--- src/rtl/rx_packet_parser.sv ---
// Purpose: receive-side parser for 7-word Q-table update packets; validates and latches fields for QTableUpdatev3.
// Latency: final word (w6) accepted at edge N -> f* updated and en high in cycle N+1; rx_error also reported in cycle N+1.
// Backpressure: rx_ready low from ISSUE until done is seen in WAIT_DONE, and during the reset cycle.
//
// Ports:
//   clk, nrst            clock; synchronous active-high reset
//   rx_valid/rx_data/rx_last/rx_ready   receive word stream (transfer on rx_valid & rx_ready)
//   fPacketType..fKnownCH               committed packet fields, stable until the next commit
//   en                                  one-cycle start pulse to the update stage
//   done                                update stage finished (only honoured in WAIT_DONE)
//   rx_error                            one-cycle pulse for a malformed (bad length) packet
//   pkt_accepted/pkt_dropped            saturating statistics, present only with PARSER_STATS_EN
// Optional feature macro: PARSER_STATS_EN
module rx_packet_parser #(
    parameter int                    WORD_WIDTH  = 16,
    parameter logic [WORD_WIDTH-1:0] NODE_ID     = '0,
    parameter logic [7:0]            ACCEPT_MASK = 8'hFE
) (
    input  logic                  clk,
    input  logic                  nrst,
    input  logic                  rx_valid,
    input  logic [WORD_WIDTH-1:0] rx_data,
    input  logic                  rx_last,
    output logic                  rx_ready,
    output logic [2:0]            fPacketType,
    output logic [WORD_WIDTH-1:0] fSourceID,
    output logic [WORD_WIDTH-1:0] fSourceHops,
    output logic [WORD_WIDTH-1:0] fClusterID,
    output logic [WORD_WIDTH-1:0] fEnergyLeft,
    output logic [WORD_WIDTH-1:0] fQValue,
    output logic [WORD_WIDTH-1:0] fKnownCH,
    output logic                  en,
    input  logic                  done,
    output logic                  rx_error
`ifdef PARSER_STATS_EN
    ,
    output logic [15:0]           pkt_accepted,
    output logic [15:0]           pkt_dropped
`endif
);

    typedef enum logic [2:0] {
        S_IDLE,
        S_FIELDS,
        S_FLUSH,
        S_ISSUE,
        S_WAIT_DONE
    } state_e;

    state_e                state_q, state_d;
    logic [2:0]            cnt_q, cnt_d;
    logic                  err_q, err_d;
    logic                  drop_d;
    logic                  commit_d;
    logic                  sh_we;
    logic                  xfer;
    // Shadow words w0..w5; w6 (knownCH) goes straight to its output on commit.
    logic [WORD_WIDTH-1:0] sh_q [6];
    logic [2:0]            f_type_q;
    logic [WORD_WIDTH-1:0] f_src_q, f_hops_q, f_clu_q, f_nrg_q, f_qv_q, f_kch_q;

    assign rx_ready = !nrst && (state_q == S_IDLE || state_q == S_FIELDS || state_q == S_FLUSH);
    assign xfer     = rx_valid && rx_ready;

    always_comb begin
        state_d  = state_q;
        cnt_d    = cnt_q;
        err_d    = 1'b0;
        drop_d   = 1'b0;
        commit_d = 1'b0;
        sh_we    = 1'b0;
        case (state_q)
            S_IDLE: begin
                if (xfer) begin
                    if (rx_last) begin
                        err_d = 1'b1;
                    end else begin
                        sh_we   = 1'b1;
                        cnt_d   = 3'd1;
                        state_d = S_FIELDS;
                    end
                end
            end
            S_FIELDS: begin
                if (xfer) begin
                    if (cnt_q == 3'd6) begin
                        cnt_d = 3'd0;
                        if (!rx_last) begin
                            // Overlong packet: report now, swallow the tail.
                            err_d   = 1'b1;
                            state_d = S_FLUSH;
                        end else if (ACCEPT_MASK[sh_q[0][2:0]] && (sh_q[1] != NODE_ID)) begin
                            commit_d = 1'b1;
                            state_d  = S_ISSUE;
                        end else begin
                            drop_d  = 1'b1;
                            state_d = S_IDLE;
                        end
                    end else if (rx_last) begin
                        err_d   = 1'b1;
                        cnt_d   = 3'd0;
                        state_d = S_IDLE;
                    end else begin
                        sh_we = 1'b1;
                        cnt_d = cnt_q + 3'd1;
                    end
                end
            end
            S_FLUSH: begin
                if (xfer && rx_last) begin
                    state_d = S_IDLE;
                end
            end
            S_ISSUE: begin
                state_d = S_WAIT_DONE;
            end
            S_WAIT_DONE: begin
                if (done) begin
                    state_d = S_IDLE;
                end
            end
            default: begin
                state_d = S_IDLE;
                cnt_d   = 3'd0;
            end
        endcase
    end

    always_ff @(posedge clk) begin
        if (nrst) begin
            state_q  <= S_IDLE;
            cnt_q    <= 3'd0;
            err_q    <= 1'b0;
            f_type_q <= 3'd0;
            f_src_q  <= '0;
            f_hops_q <= '0;
            f_clu_q  <= '0;
            f_nrg_q  <= '0;
            f_qv_q   <= '0;
            f_kch_q  <= '0;
            for (int i = 0; i < 6; i++) begin
                sh_q[i] <= '0;
            end
        end else begin
            state_q <= state_d;
            cnt_q   <= cnt_d;
            err_q   <= err_d;
            for (int i = 0; i < 6; i++) begin
                if (sh_we && (cnt_q == 3'(i))) begin
                    sh_q[i] <= rx_data;
                end
            end
            // Outputs load on the edge entering ISSUE so they are valid alongside en.
            if (commit_d) begin
                f_type_q <= sh_q[0][2:0];
                f_src_q  <= sh_q[1];
                f_hops_q <= sh_q[2];
                f_clu_q  <= sh_q[3];
                f_nrg_q  <= sh_q[4];
                f_qv_q   <= sh_q[5];
                f_kch_q  <= rx_data;
            end
        end
    end

    assign en          = (state_q == S_ISSUE);
    assign rx_error    = err_q;
    assign fPacketType = f_type_q;
    assign fSourceID   = f_src_q;
    assign fSourceHops = f_hops_q;
    assign fClusterID  = f_clu_q;
    assign fEnergyLeft = f_nrg_q;
    assign fQValue     = f_qv_q;
    assign fKnownCH    = f_kch_q;

`ifdef PARSER_STATS_EN
    logic [15:0] acc_q, drp_q;

    always_ff @(posedge clk) begin
        if (nrst) begin
            acc_q <= 16'd0;
            drp_q <= 16'd0;
        end else begin
            if ((state_q == S_ISSUE) && (acc_q != 16'hFFFF)) begin
                acc_q <= acc_q + 16'd1;
            end
            if ((err_d || drop_d) && (drp_q != 16'hFFFF)) begin
                drp_q <= drp_q + 16'd1;
            end
        end
    end

    assign pkt_accepted = acc_q;
    assign pkt_dropped  = drp_q;
`endif

endmodule

--- config.mk ---
export PLATFORM = sky130hd
export DESIGN_NAME = rx_packet_parser
export DESIGN_NICKNAME = d
export VERILOG_FILES = /design/src/rtl/rx_packet_parser.sv
export SDC_FILE = /design/constraint.sdc
export NUM_CORES = 1
export LEC_CHECK = 0
export ABC_AREA = 1
export CAP_MARGIN = 40
export CORE_ASPECT_RATIO = 0.5
export CORE_MARGIN = 4
export CORE_UTILIZATION = 52
export DETAILED_ROUTE_END_ITERATION = 8
export HOLD_SLACK_MARGIN = 0.03
export MAX_ROUTING_LAYER = met4
export PLACE_DENSITY = 0.79
export SLEW_MARGIN = 25
export SYNTH_ARGS = -nofsm -noshare
export SYNTH_HDL_FRONTEND = slang
export SYNTH_SLANG_ARGS = --single-unit
--- constraint.sdc ---
create_clock -name clk -period 3.2 [get_ports clk]
set_clock_uncertainty 0.2 [all_clocks]
set_input_delay 0.64 -clock clk [delete_from_list [all_inputs] [get_ports clk]]
set_output_delay 0.64 -clock clk [all_outputs]
set_load 0.01 [all_outputs]
Word-level counts from Yosys, hierarchy flattened
Memory sizes are Yosys's and may differ from the RTL's. A register that Yosys moved wholly into a read port is not among the register bits.
Index checks and enable logic that the tools add are counted.
{ "word_totals": {"mem_bits_ro": 8, "register_bits": 42, "ramBits": 96, "word_cells": 108, "memories": 2, "latchBits": 0, "output_inout_bits": 102, "inputBits": 21} }
{ "memory_table": {"columns": ["memory", "words", "width", "read_ports", "rd_clocked_by_memory_dff", "wr", "line", "text"], "rows": [
  ["sh_q", 6, 16, 6, 4, 6, "58", "logic [WORD_WIDTH-1:0] sh_q [6];"],
  ["(no name shown)", 8, 1, 1, 0, 0, "92", "end else if (ACCEPT_MASK[sh_q[0][2:0]] && (sh_q[1] != NODE_ID)) begin"]
]} }
{ "classes": {"reduce_logical": 19, "n_lt_le_gt_ge": 1, "n_addsub": 1, "mux": 56, "n_mul": 0, "shifts": 0, "div_mod_pow": 0, "eq_ne": 16, "bitwise": 7} }
{ "op_table": {"columns": ["operator", "n"], "rows": [
  ["$mux 16", 6],
  ["$mux 1", 34],
  ["$mux 3", 10],
  ["$reduce_bool 16->1", 1],
  ["$pmux 3 s5", 1],
  ["$eq 3x2->1 const B", 4],
  ["$eq 3x3->1 const B", 4],
  ["$logic_and 1x1->1", 10],
  ["$pmux 3 s3", 1],
  ["$ne 2x2->1 const B", 4],
  ["$eq 3x1->1 const B", 2],
  ["$logic_not 3->1", 2],
  ["$or 1x1->1", 6],
  ["$reduce_and 6->1", 1],
  ["$lt 3x4->1 const B", 1],
  ["$mux 2", 2],
  ["$pmux 1 s2", 2],
  ["$reduce_and 4->1", 1],
  ["$add 3x1->3 const B", 1],
  ["$ne 3x2->1 const B", 1],
  ["$reduce_or 3->1", 1],
  ["$logic_or 1x1->1", 2],
  ["$ne 2x1->1 const B", 1],
  ["$logic_not 1->1", 1],
  ["$not 1->1", 1]
]} }

Depth between registers and ports, before layout
Gate-level depths: netlist (run 1).
{ "depth": {"depth_word": 12, "mapped_depth": 12, "ltp_nobuf": 10} }

Worst setup path before layout (run 1)
Ideal clock, no wire load.
{ "synth_path": {"kind": "input to register", "from": "in rx_last", "to": "mem sh_q[1][0], in the netlist sh_q[0][16] (enable)", "t_required_ns": 2.628, "stages": 9, "t_arrival_ns": 1.934, "path_buffers": 1, "setup_time_ns": 0.372, "slack_ns": 0.694, "cell_sequence": "inv_1 -> ha_1 -> nand2_1 -> o21ai_1 -> inv_1 -> nor3_2 -> nand2_2 -> buf_6 -> nand2_1"} }
{ "synth_rtl": {"columns": ["item", "line", "text"], "rows": [
  ["start: declaration", "23", "input logic rx_last,"],
  ["end: declaration", "58", null]
]} }

Worst setup path after layout (run 1)
{ "layout_path": {"from": "in nrst", "to": "out rx_ready"} }
{ "layout_between": {"elab_chain_cells": 2} }
{ "layout_lines": {"columns": ["item", "line", "text"], "rows": [
  ["start: declaration", "20", "input logic nrst,"],
  ["$logic_not 1->1", "62", "assign rx_ready = !nrst && (state_q == S_IDLE || state_q == S_FIELDS || state_q == S_FLUSH);"],
  ["$logic_and 1x1->1", "62", null],
  ["end: declaration", "24", "output logic rx_ready,"]
]} }
Every way passes these cells.

==> impl_summary.log, run 1 <==
INFO  metric outcome = completed
INFO  metric postSynthAreaPerCell = 9.53 um2
INFO  metric gr-total-overflow = 0
INFO  metric number_of_slew_limit_violations_in_the_final_report = 0
INFO  metric floorplan.initialDensity = 54.2%
INFO  metric die_h = 89.9 um
INFO  metric drt_first_iter_violations = 508
INFO  metric grt_pass1_wl = 26.7 mm
INFO  metric site_row_count = 29
INFO  metric globalRouteTotalUtil = 22.6%
INFO  metric io_buffer_count = 122
INFO  metric layout_cell_share_with_drive_strength_beyond_1 = 7.17%
INFO  metric cts_num_sinks = 189
INFO  metric gate_count_post_synth = 732
INFO  metric synth.largest_area_cell = sky130_fd_sc_hd__edfxtp_1
INFO  metric dpl_cell_area = 8360 um2
INFO  metric final.fill_count = 929
INFO  metric post_synth_instance_area = 6980 um2
INFO  metric grt_start_max_net_pins = 109
INFO  metric first_global_vias = 5,237
INFO  metric cellLeakagePower = 3.42 nW
INFO  metric fmaxAchievable = 366 MHz
INFO  metric worstPathMaxFanout = 5
INFO  metric tightest_slew = 0.485 ns
INFO  metric first_pass_iters = 5
INFO  metric clkSlewWorstSetupHoldPaths = 0.07 ns
INFO  metric final_net_count = 879
INFO  metric power-per-cell-area = 555 nW/um2
INFO  metric detail_route.vias_per_cell = 5.19
INFO  metric hpwlAfterDp = 11.2 mm
INFO  metric ioPinCount = 123
INFO  metric design.die.area = 15,400 um2
INFO  metric post-cts-setup-buffer-count = 0
INFO  metric report.final.hold_viol_count = 0
INFO  metric max_cap_viols = 0
INFO  metric antenna-diode-count = 0
INFO  metric min_period = 2.73 ns
INFO  metric core = 12,900 um2
INFO  metric layout_worst_path_cycle_share = 85.3%
INFO  metric number_of_synthesized_register_bits = 189
INFO  metric drtAntennaViolNets = 0
INFO  metric cts_made_buffers = 17
INFO  metric synth_cell_types = 27
INFO  metric clock_tree_from_tritoncts = done
INFO  metric cts_root_buffer = sky130_fd_sc_hd__clkbuf_16
INFO  metric clock_path_buffers = 2
INFO  metric synth_top_area_share = 35.7%
INFO  metric detailroute.via_count = 5,372
INFO  metric worst_setup_path_start_kind = primary input
INFO  metric ys_top_cells_by_area = sky130_fd_sc_hd__edfxtp_1, sky130_fd_sc_hd__dfxtp_1, sky130_fd_sc_hd__nor2_1, sky130_fd_sc_hd__o21ai_0, sky130_fd_sc_hd__nand2_1
INFO  metric worst-setup-path-type = in2out
INFO  metric detail_route.wl_per_cell = 16.2 um
INFO  metric commonest_non_fill_non_tap_cells_in_the_layout = sky130_fd_sc_hd__nor2_1, sky130_fd_sc_hd__clkdlybuf4s50_1, sky130_fd_sc_hd__dfxtp_1, sky130_fd_sc_hd__o21ai_0, sky130_fd_sc_hd__edfxtp_1
INFO  metric wl = 16.8 mm
INFO  metric synthesis.yosys.warnings = 0
INFO  metric post_cts_hold_buffer_count = 0
INFO  metric worst-endpoint-required = 2.36 ns
INFO  metric slew_headroom = 67.7%
INFO  metric grt_antenna_before_repair = 0
INFO  metric count_of_endpoints_failing_setup_in_the_final_report = 0
INFO  metric gp_routability_congestion = 0.829
INFO  metric worstSetupEndpointType = output port
INFO  metric ir_worst_vdd = 0.000314 V
INFO  metric grt_setup_unrepaired = no
INFO  metric syn-num-nets = 759
INFO  metric hp-class = reg2reg
INFO  metric total_negative_slack_for_setup_checks = 0 ns
INFO  metric layout.cell_area.non_filler = 9000 um2
INFO  metric detail_route.drc_violations = 0
INFO  metric fp.dieW = 172 um
INFO  metric arrival = 1.89 ns
INFO  metric postCtsResizedCells = 0
INFO  metric clock_latency_on_the_worst_skew_pair = 0.43 ns
INFO  metric ys_seq_area_share = 66.1%
INFO  metric cts_htree_levels = 4
INFO  metric mostFrequentLayoutCell = sky130_fd_sc_hd__nor2_1
INFO  metric areaGrowthSynthToFinish = 29.0%
-- layout make-up --
cell class	instances	area [um2]	share of cell area, %
clock buffer	18	439	4.88
clock inverter	14	179	1.99
inverter	35	133	1.47
multi-input combinational	471	2040	22.6
sequential	189	4610	51.3
tap	170	213	2.36
timing repair buffer	138	1390	15.4
-- through the flow --
step	cells	power [mW]	utilization, %	worst slack [ns]	hold WS (ns)
6_report	1035	5.00	69.9	0.469	0.283
4_1_cts	1034	5.01	69.7	0.466	0.288
5_1_grt	1035	5.16	69.9	0.413	0.305
3_3_place_gp	1002	2.84	64.9	0.367	0.264
2_1_floorplan	732	2.75	-	0.694	0.255
3_5_place_dp	1002	2.84	64.9	0.312	0.272
-- worst max-delay path, cell delays in order --
cell and delay (ns):
sky130_fd_sc_hd__clkdlybuf4s50_1 0.49, sky130_fd_sc_hd__inv_2 0.12, sky130_fd_sc_hd__nand2_1 0.06, sky130_fd_sc_hd__inv_1 0.05
sky130_fd_sc_hd__clkdlybuf4s50_1 0.53
-- power by group --
group          leakage [nW]  total (mW)  internal [mW]  switching [mW]
Combinational          1.40       0.213         0.0682           0.145
Clock                 0.308        2.20           1.27           0.932
Sequential             1.71        2.58           2.56          0.0222
-- final timing paths --
| kind | startpoint | endpoint | slack [ns] | depth (start not counted) |
|---|---|---|---|---|
| max | nrst | rx_ready | 0.47 | 5 |
| min | fQValue[12] | fQValue[12] | 0.28 | 2 |
| max reg2reg | cnt_q[0] | sh_q[1][1] | 0.82 | 11 |
| min reg2reg | fQValue[12] | fQValue[12] | 0.28 | 2 |
-- routing by layer --
layer	wire length (um)	part of all wire, %	global-route usage, %
met5	0	0	-
met4	409	2.4	8.57
met3	1280	7.6	5.04
met2	7880	47	34.8
met1	7200	43	29.7
-- synthesized netlist by cell type --
| cell type | instances |
|---|---|
| sky130_fd_sc_hd__nand2_1 | 34 |
| sky130_fd_sc_hd__dfxtp_1 | 106 |
| sky130_fd_sc_hd__nand3_2 | 2 |
| sky130_fd_sc_hd__a21oi_2 | 1 |
| sky130_fd_sc_hd__nand4_1 | 1 |
| sky130_fd_sc_hd__clkbuf_1 | 20 |
| sky130_fd_sc_hd__nor2_2 | 2 |
| sky130_fd_sc_hd__nand3_1 | 6 |
| sky130_fd_sc_hd__inv_1 | 32 |
| sky130_fd_sc_hd__or3_1 | 1 |
| sky130_fd_sc_hd__nand4_4 | 1 |
| sky130_fd_sc_hd__buf_6 | 5 |
| sky130_fd_sc_hd__edfxtp_1 | 83 |
| sky130_fd_sc_hd__a211oi_1 | 1 |
| sky130_fd_sc_hd__nand2_2 | 2 |
| sky130_fd_sc_hd__o21ai_0 | 96 |
| sky130_fd_sc_hd__o21ai_1 | 8 |
| sky130_fd_sc_hd__buf_2 | 12 |
| sky130_fd_sc_hd__nor2_1 | 300 |
| sky130_fd_sc_hd__nor2_4 | 1 |
| sky130_fd_sc_hd__ha_1 | 6 |
| sky130_fd_sc_hd__nor3_1 | 1 |
| sky130_fd_sc_hd__inv_2 | 2 |
| sky130_fd_sc_hd__clkinv_2 | 1 |
| sky130_fd_sc_hd__nor3_2 | 1 |
| sky130_fd_sc_hd__a21oi_1 | 6 |
| sky130_fd_sc_hd__nand3b_1 | 1 |
-- sequential cells by signal, indices dropped and copies added, names as in the netlist --
signal	cells
fClusterID	16
fPacketType	3
state_q	3
fQValue	16
fSourceID	16
fEnergyLeft	16
rx_error	1
fSourceHops	16
cnt_q	3
sh_q	83
fKnownCH	16
-- cell families after synthesis --
group | share of synthesized area, %
and+or+nand+nor | 20.0
DFF | 66.1
AOI/OAI and AO/OA | 8.12
buffers and inverters | 4.64
adders and majority gates | 1.08
Power figures use the tool's default switching activity.
==> run 2, diff against run 1 <==
--- a/config.mk
+++ b/config.mk
@@ -14,7 +14,7 @@
 export HOLD_SLACK_MARGIN = 0.03
 export MAX_ROUTING_LAYER = met4
 export PLACE_DENSITY = 0.79
-export SLEW_MARGIN = 25
+export SLEW_MARGIN = 20
 export SYNTH_ARGS = -nofsm -noshare
 export SYNTH_HDL_FRONTEND = slang
 export SYNTH_SLANG_ARGS = --single-unit
==> impl_summary.log, run 2 (same netlist as run 1, synthesis figures left out) <==
INFO  metric wl = 16.7 mm
INFO  metric first_pass_iters = 5
INFO  metric ir_worst_vdd = 0.000314 V
INFO  metric layout_cell_share_with_drive_strength_beyond_1 = 7.17%
INFO  metric cts_htree_levels = 4
INFO  metric die_h = 89.9 um
INFO  metric slew_headroom = 68.1%
INFO  metric mostFrequentLayoutCell = sky130_fd_sc_hd__nor2_1
INFO  metric worst_path_most_repeated_cell = sky130_fd_sc_hd__clkdlybuf4s50_1
INFO  metric power_frac_clock = 44.1%
INFO  metric grt_start_max_net_pins = 109
INFO  metric critical_path.startpoint = nrst
INFO  metric fmaxAchievable = 367 MHz
INFO  metric core = 12,900 um2
INFO  metric count_of_endpoints_failing_setup_in_the_final_report = 0
INFO  metric total_negative_slack_for_setup_checks = 0 ns
INFO  metric detail_route.vias_per_cell = 5.19
INFO  metric ioPinCount = 123
INFO  metric power-per-cell-area = 556 nW/um2
INFO  metric reg2regPathDepth = 11
INFO  metric largest_register_ff_count = 83
INFO  metric switchingPower = 1.10 mW
INFO  metric power_report.internal_total = 3.90 mW
INFO  metric hpwlAfterDp = 11.2 mm
INFO  metric cts_num_sinks = 189
INFO  metric detail_route.wl_per_cell = 16.2 um
INFO  metric drt_first_iter_violations = 595
INFO  metric worst-endpoint-required = 2.36 ns
INFO  metric hp-class = reg2reg
INFO  metric grt_antenna_before_repair = 0
INFO  metric number_of_slew_limit_violations_in_the_final_report = 0
INFO  metric clock_path_buffers = 2
INFO  metric final_core_util = 69.9%
INFO  metric clkSlewWorstSetupHoldPaths = 0.07 ns
INFO  metric r2r_start = cnt_q[0]
INFO  metric clock_latency_on_the_worst_skew_pair = 0.43 ns
INFO  metric final_net_count = 879
INFO  metric worst_setup_path_start_kind = primary input
INFO  metric antenna-diode-count = 0
INFO  metric design.die.area = 15,400 um2
INFO  metric gp_routability_congestion = 0.829
INFO  metric arrival = 1.89 ns
INFO  metric cellLeakagePower = 3.42 nW
INFO  metric floorplan.initialDensity = 54.2%
INFO  metric setup_slack_on_the_worst_flop_to_flop_path = 0.80 ns
INFO  metric grt_pass1_wl = 26.7 mm
INFO  metric worst-setup-path-type = in2out
INFO  metric detail_route.drc_violations = 0
INFO  metric cts_root_buffer = sky130_fd_sc_hd__clkbuf_16
INFO  metric worstSetupEndpointType = output port
INFO  metric outcome = completed
INFO  metric timing.hold.ws = 0.285 ns
INFO  metric slowest_delay = 0.53 ns
INFO  metric cells_along_the_critical_path = clkdlybuf4s50_1, inv_2, nand2_1, inv_1, clkdlybuf4s50_1
INFO  metric postCtsResizedCells = 0
INFO  metric timing.critical_path.slowest_stage_cell = sky130_fd_sc_hd__clkdlybuf4s50_1
INFO  metric post-cts-setup-buffer-count = 0
INFO  metric max_flop_register = sh_q
INFO  metric first_global_vias = 5,237
INFO  metric worst_setup_path_endpoint = rx_ready
INFO  metric gr-total-overflow = 0
INFO  metric site_row_count = 29
INFO  metric min_period = 2.73 ns
INFO  metric globalRouteTotalUtil = 22.6%
INFO  metric tightest_slew = 0.478 ns
INFO  metric cts_made_buffers = 17
INFO  metric worstPathMaxFanout = 5
INFO  metric r2r_end = sh_q[1][1]
INFO  metric drtAntennaViolNets = 0
INFO  metric combinational_share_of_power = 4.3%
INFO  metric seq_power_share = 51.6%
INFO  metric max_cap_viols = 0
INFO  metric layout_worst_path_cycle_share = 85.3%
INFO  metric grt_setup_unrepaired = no
INFO  metric post_cts_hold_buffer_count = 0
INFO  metric report.final.hold_viol_count = 0
INFO  metric io_buffer_count = 122
INFO  metric power.share.switching = 22.1%
INFO  metric commonest_non_fill_non_tap_cells_in_the_layout = sky130_fd_sc_hd__nor2_1, sky130_fd_sc_hd__clkdlybuf4s50_1, sky130_fd_sc_hd__dfxtp_1, sky130_fd_sc_hd__o21ai_0, sky130_fd_sc_hd__edfxtp_1
INFO  metric clock_tree_from_tritoncts = done
INFO  metric detailroute.via_count = 5,375
INFO  metric fp.dieW = 172 um
INFO  metric areaGrowthSynthToFinish = 29.0%
==> run 2: cell counts in the layout (fill, tap and decap cells not counted) <==
Identical to the previous run, type by type.
==> run 2: how the worst min path moves through the flow <==
stage / end / startpoint / slack [ns] / depth (start not counted)
after floorplan: fClusterID[11] / sh_q[1][27] / 0.25 / 2
after global placement: fQValue[15] / fQValue[15] / 0.26 / 2
after detailed placement: fKnownCH[2] / fKnownCH[2] / 0.27 / 2
after CTS: fSourceID[10] / fSourceID[10] / 0.29 / 2
after global routing: fEnergyLeft[4] / fEnergyLeft[4] / 0.31 / 2
final: fQValue[12] / fQValue[12] / 0.28 / 2
==> run 2: final cells by class <==
| class | instances | area [um2] |
|---|---|---|
| sequential | 189 | 4610 |
| multi-input combinational | 471 | 2040 |
| tap | 170 | 213 |
| fill | 930 | 3880 |
| clock inverter | 14 | 179 |
| timing repair buffer | 138 | 1390 |
| inverter | 35 | 133 |
| clock buffer | 18 | 439 |
==> run 2: through the flow <==
stage	setup WS, ns	area [um2]	std cells	total power [mW]
after floorplan	0.694	6980	732	2.75
after global placement	0.367	8360	1002	2.84
after detailed placement	0.312	8360	1002	2.84
after CTS	0.466	8970	1034	5.01
after global routing	0.413	9000	1035	5.16
final	0.472	9000	1035	5.00
==> run 2: metal layers <==
layer	wire length (um)	global-route usage, %
met4	401	8.57
met5	0	-
met1	7250	29.7
met2	7860	34.8
met3	1200	5.04
==> run 2: power by group through the flow <==
stage	Sequential, mW	Combinational (mW)	Clock [mW]
2_1_floorplan	2.63	0.120	0
3_3_place_gp	2.64	0.201	0
3_5_place_dp	2.64	0.207	0
4_1_cts	2.58	0.208	2.22
5_1_grt	2.59	0.235	2.34
6_report	2.58	0.213	2.21
==> run 2: worst max-delay path, delay by kind of cell <==
family,cells,cell delay (ns)
buffers and inverters,4,1.19
and+or+nand+nor,1,0.06
